==> config.mk <==
export PLATFORM = sky130hd
export DESIGN_NAME = alarm_controller_flat
export DESIGN_NICKNAME = d
export VERILOG_FILES = /design/src/rtl/alarm_controller_if.sv /design/src/rtl/alarm_controller.sv /design/src/flat_wrapper.sv
export SDC_FILE = /design/constraint.sdc
export NUM_CORES = 1
export LEC_CHECK = 0
export ABC_AREA = 0
export CELL_PAD_IN_SITES_DETAIL_PLACEMENT = 1
export CELL_PAD_IN_SITES_GLOBAL_PLACEMENT = 1
export CORE_MARGIN = 5
export CORE_UTILIZATION = 40
export CTS_CLUSTER_DIAMETER = 30
export CTS_CLUSTER_SIZE = 24
export DETAILED_ROUTE_END_ITERATION = 7
export HOLD_SLACK_MARGIN = 0.12
export PLACE_DENSITY_LB_ADDON = 0.1
export SYNTH_ARGS = -nofsm -noshare
export SYNTH_HDL_FRONTEND = slang
export SYNTH_SLANG_ARGS = --single-unit
==> constraint.sdc <==
create_clock -name clock -period 6.4 [get_ports clock]
set_input_delay 1.92 -clock clock [delete_from_list [all_inputs] [get_ports clock]]
set_output_delay 1.92 -clock clock [all_outputs]
set_load 0.01 [all_outputs]
==> src/rtl/alarm_controller_if.sv <==
// alarm_controller_if: sensor inputs, parameter-store handshake and indicator outputs.
`default_nettype none

interface alarm_controller_if;
  logic       ignition;
  logic       driver_door;
  logic       passenger_door;
  logic       one_hz_enable;
  logic [3:0] value;
  logic [1:0] interval;
  logic       siren;
  logic       status_led;
  logic [2:0] state;

  modport master (
    output ignition, driver_door, passenger_door, one_hz_enable, value,
    input  interval, siren, status_led, state
  );

  modport slave (
    input  ignition, driver_door, passenger_door, one_hz_enable, value,
    output interval, siren, status_led, state
  );
endinterface

`default_nettype wire

==> src/rtl/alarm_controller.sv <==
// alarm_controller: vehicle alarm FSM with a tick-driven countdown, siren and status LED.
// Revision: 1.0
`default_nettype none

module alarm_controller (
  input  wire logic         clock,
  input  wire logic         reset,
  alarm_controller_if.slave bus
);

  typedef enum logic [2:0] {
    ARMED      = 3'b000,
    TRIGGERED  = 3'b001,
    ALARM      = 3'b010,
    DISARMED   = 3'b011,
    WAIT_OPEN  = 3'b100,
    WAIT_CLOSE = 3'b101,
    ARM_DELAY  = 3'b110,
    ILLEGAL    = 3'b111
  } state_t;

  state_t     r_state;
  state_t     w_next;
  logic [3:0] r_timer;
  logic [1:0] r_sel;
  logic [1:0] w_sel;
  logic       r_siren;
  logic       r_led;
  logic       w_led;
  logic       w_reload;
  logic       w_load;
  logic       w_expired;
  logic       w_door_any;
  logic [1:0] w_interval;

  function automatic logic is_timed(input state_t s);
    return (s == ARM_DELAY) || (s == TRIGGERED) || (s == ALARM);
  endfunction

  function automatic logic [1:0] code_of(input state_t s, input logic [1:0] sel);
    case (s)
      TRIGGERED: code_of = sel;
      ALARM:     code_of = 2'b11;
      default:   code_of = 2'b00;
    endcase
  endfunction

  assign w_expired  = (r_timer == 4'd0);
  assign w_door_any = bus.driver_door | bus.passenger_door;

  always_comb begin
    w_next   = r_state;
    w_sel    = r_sel;
    w_reload = 1'b0;
    case (r_state)
      DISARMED: begin
        if (!bus.ignition) w_next = WAIT_OPEN;
      end
      WAIT_OPEN: begin
        if (bus.ignition)         w_next = DISARMED;
        else if (bus.driver_door) w_next = WAIT_CLOSE;
      end
      WAIT_CLOSE: begin
        if (bus.ignition)          w_next = DISARMED;
        else if (!bus.driver_door) w_next = ARM_DELAY;
      end
      ARM_DELAY: begin
        if (bus.ignition)    w_next = DISARMED;
        else if (w_door_any) w_next = WAIT_CLOSE;
        else if (w_expired)  w_next = ARMED;
      end
      ARMED: begin
        if (bus.driver_door) begin
          w_next = TRIGGERED;
          w_sel  = 2'b01;
        end else if (bus.passenger_door) begin
          w_next = TRIGGERED;
          w_sel  = 2'b10;
        end
      end
      TRIGGERED: begin
        if (bus.ignition)   w_next = DISARMED;
        else if (w_expired) w_next = ALARM;
      end
      ALARM: begin
        if (bus.ignition)    w_next = DISARMED;
        else if (w_door_any) w_reload = 1'b1;
        else if (w_expired)  w_next = ARMED;
      end
      default: w_next = ARMED;
    endcase
  end

  // w_sel tracks r_sel except on the ARMED->TRIGGERED edge, so this covers both
  // the destination code on transitions and the held code otherwise.
  assign w_interval = code_of(w_next, w_sel);
  assign w_load     = w_reload | ((w_next != r_state) & is_timed(w_next));

  always_comb begin
    w_led = 1'b0;
    if (w_next == ARMED)
      w_led = (r_state == ARMED) ? (r_led ^ bus.one_hz_enable) : 1'b0;
    else if (is_timed(w_next))
      w_led = 1'b1;
  end

  always_ff @(posedge clock) begin
    if (reset) begin
      r_state <= ARMED;
      r_timer <= 4'd0;
      r_sel   <= 2'b01;
      r_siren <= 1'b0;
      r_led   <= 1'b0;
    end else begin
      r_state <= w_next;
      r_sel   <= w_sel;
      r_siren <= (w_next == ALARM);
      r_led   <= w_led;
      if (w_load)
        r_timer <= bus.value;
      else if (bus.one_hz_enable && !w_expired)
        r_timer <= r_timer - 4'd1;
    end
  end

  assign bus.interval   = w_interval;
  assign bus.siren      = r_siren;
  assign bus.status_led = r_led;
  assign bus.state      = r_state;

endmodule

`default_nettype wire

==> src/flat_wrapper.sv <==
// flat-port wrapper written by rule: the top's interface ports become plain ports
module alarm_controller_flat 
  (clock, reset, bus_ignition, bus_driver_door, bus_passenger_door, bus_one_hz_enable, bus_value, bus_interval, bus_siren, bus_status_led, bus_state);
  alarm_controller_if bus_i ();
  input  wire logic clock;
  input  wire logic reset;
  input wire logic [$bits(bus_i.ignition)-1:0] bus_ignition;
  input wire logic [$bits(bus_i.driver_door)-1:0] bus_driver_door;
  input wire logic [$bits(bus_i.passenger_door)-1:0] bus_passenger_door;
  input wire logic [$bits(bus_i.one_hz_enable)-1:0] bus_one_hz_enable;
  input wire logic [$bits(bus_i.value)-1:0] bus_value;
  output wire logic [$bits(bus_i.interval)-1:0] bus_interval;
  output wire logic [$bits(bus_i.siren)-1:0] bus_siren;
  output wire logic [$bits(bus_i.status_led)-1:0] bus_status_led;
  output wire logic [$bits(bus_i.state)-1:0] bus_state;
  assign bus_i.ignition = bus_ignition;
  assign bus_i.driver_door = bus_driver_door;
  assign bus_i.passenger_door = bus_passenger_door;
  assign bus_i.one_hz_enable = bus_one_hz_enable;
  assign bus_i.value = bus_value;
  assign bus_interval = bus_i.interval;
  assign bus_siren = bus_i.siren;
  assign bus_status_led = bus_i.status_led;
  assign bus_state = bus_i.state;
  alarm_controller u_core (.clock(clock), .reset(reset), .bus(bus_i));
endmodule
==> run_results.csv <==
group,metric,value,unit
setup_path,arrival,4.15,ns
power_and_ir_drop,p_leak,0.401,nW
sta,fin_tns_setup,0,ns
setup_path,required,4.48,ns
logic_synthesis,synthArstFlopShare,0,%
route,wl_per_cell,15.2,um
cells_and_area,layout-drive-gt1-share,18.3,%
setup_path,path_class,"input pin to output pin",
die,dieArea,0.00329,mm2
logic_synthesis,seq_area_frac_synth,24.5,%
die,core_area,0.00217,mm2
global_routing,antenna_found_initial,0,
setup_path,critPathCaptureType,"output pin",
setup_path,crit_buf_inv,3,
global_routing,gr-usage-all-layers,15.2,%
setup_path,crit_path_top_delay_cell,"clkdlybuf4s50_1",
route,via_count,826,
cells_and_area,fin_nets,132,
route,viasPerCell,5.58,
die,die_w,57.4,um
sta,tightest_slew,0.573,ns
cts,clock_latency,0.28,ns
global_routing,grt_pass1_wl,3910,um
cells_and_area,final_cell_mix,"16 x clkdlybuf4s50_1, 11 x dfxtp_1, 10 x a21oi_1",
sta,fmaxAchievable,165,MHz
setup_path,critPathMaxFanout,10,
power_and_ir_drop,p_per_area,422,mW/mm2
setup_path,cp-start-kind,"input pin",
setup_path,max_stage_delay,0.56,ns
die,num_io_pins,17,
cells_and_area,final_cell_area,0.00109,mm2
route,drt-total-wl,2250,um
cts,numCtsBuffers,3,
placed_design,portBuffers,16,
cells_and_area,post-route-util,50.1,%
cells_and_area,layout_commonest_cell,"clkdlybuf4s50_1",
setup_path,path_cells,"clkdlybuf4s50_1 > buf_4 > nor2_1 > o21ai_0 > o311ai_4 > a21oi_1 > nand2_1 > a21oi_1 > clkdlybuf4s50_1",
logic_synthesis,yosys_warnings,0,
status,status,"finished, final reports clean",
cts,htree_levels,1,
setup_path,cp_top_family,"buffers and inverters",
route,ant_nets,0,
sta,min_period,6.07,ns
route,detail_route.first_pass.iterations,3,
power_and_ir_drop,power,0.459,mW
cts,clockBufferDepth,2,
logic_synthesis,netlist_instances,104,
placed_design,dp_hpwl,1730,um
cts,cts_tree,"yes",
die,dieHeight,57.4,um
die,start_util,41.4,%
global_routing,grt_max_degree,18,
cts,hold_buffers,0,
logic_synthesis,synth_flop_cell,"dfxtp_1",
logic_synthesis,synth.distinct_cells,49,
logic_synthesis,syn_area,898,um2
cts,cts_resized,0,
sta,worst_clock_skew,0.00545,ns
power_and_ir_drop,ir_drop,0.234,mV
sta,drv_slew,0,
route,drc,0,
sta,max_slew_margin,61.5,%
die,rows,17,
logic_synthesis,synth.avg_cell_area,8.64,um2
route,drtIter0Drc,6,
cells_and_area,diodes,0,
logic_synthesis,synth_edf_count,0,
sta,hold_viol_final,0,
worst_hold_path,min_path_type,"flop to flop",
logic_synthesis,synth-seq-cells,11,
sta,period_share,94.9,%
placed_design,place_area,0.00106,mm2
logic_synthesis,syn-num-nets,115,
sta,setup_viol,0,
placed_design,finalWeightedCongestion,0.769,
cts,postCtsSetupBuffers,0,
global_routing,gr-total-overflow,0,
cts,cts_num_sinks,11,
cts,cts_root_buf,"clkbuf_4",
sta,rsz0062_at_grt,"false",
cells_and_area,area_growth,21.0,%
job,maxCapViolations,0,
cts,clk_pin_slew,0.07,ns
global_routing,first_global_vias,866,
through the flow:
step / hold slack, ns / std cells / worst slack (ns)
2_1_floorplan: 0.527 / 104 / 1.38
3_3_place_gp: 0.570 / 144 / 0.365
3_5_place_dp: 0.590 / 144 / 0.327
4_1_cts: 0.607 / 148 / 0.310
5_1_grt: 0.644 / 148 / 0.164
6_report: 0.607 / 148 / 0.328
cell usage after synthesis, drive strengths merged (2+ instances only):
cell	number	area, um2
nor4	3	33.8
buf	4	31.3
nand2	8	30.0
inv	4	15.0
xor2	3	26.3
or2b	2	17.5
mux2	2	22.5
mux2i	2	20.0
or4	2	16.3
nor2b	5	31.3
o31ai	2	28.8
nor3	4	25.0
o311ai	2	42.6
a21oi	11	58.8
nor4b	2	17.5
or2	2	12.5
o21ai	4	20.0
and2	2	12.5
clkbuf	2	15.0
dfxtp	11	220
nor2	7	26.3
path summary, 6_finish.rpt:
check | startpoint | endpoint | slack (ns) | depth (start not counted)
max reg2reg | u_core.r_timer[0] | u_core.r_timer[3] | 3.84 | 7
min reg2reg | u_core.r_sel[0] | u_core.r_sel[0] | 0.61 | 2
min | u_core.r_sel[0] | u_core.r_sel[0] | 0.61 | 2
max | bus_ignition | bus_interval[0] | 0.33 | 9
power breakdown:
part           internal, mW  switching, mW  total, mW
Clock                0.0243         0.0259     0.0502
Combinational         0.141          0.147      0.289
Sequential           0.0919         0.0278      0.120
Total                 0.257          0.201      0.459
worst reg2reg max path: cells and delay by family, from the launching register on:
| family | cells | cell delay (ns) |
|---|---|---|
| DFF | 1 | 0.32 |
| muxes | 1 | 0.37 |
| buffers and inverters | 1 | 0.09 |
| AOI/OAI and AO/OA | 2 | 0.60 |
| and+or+nand+nor | 2 | 0.89 |
| adders and majority gates | 1 | 0.18 |
per-layer routing:
metal	vias to the layer above	routed length [um]	global-route usage, %
met2	14	1040	25.2
met5	-	0	0
met3	5	74	3.39
met4	0	57	7.95
met1	393	1080	18.1
li1	414	-	-
logic make-up (layout without fill, tap and decap cells):
group / count (synthesis) / count (layout) / synth area share, %
buffers and inverters: 11 / 27 / 7.80
adder cells (fa/ha/maj): 1 / 1 / 1.39
XOR/XNOR: 4 / 4 / 3.90
multiplexers: 4 / 4 / 4.74
AND/OR/NAND/NOR: 45 / 45 / 31.9
flip-flops: 11 / 11 / 24.5
AO/OA/AOI/OAI: 28 / 28 / 25.8
registers in the layout, summed over array words and instances, names as in the netlist:
| name | cells |
|---|---|
| u_core.bus.status_led | 1 |
| u_core.bus.siren | 1 |
| u_core.bus.state | 3 |
| u_core.r_sel | 2 |
| u_core.r_timer | 4 |
layout make-up:
class / count / area, um2
Multi-Input combinational cell: 82 / 608
Sequential cell: 11 / 220
Clock buffer: 4 / 26.3
Fill cell: 282 / 1080
Timing Repair Buffer: 19 / 183
Inverter: 4 / 15.0
Tap cell: 28 / 35.0
No activity file was read; power rests on OpenSTA's default activity.
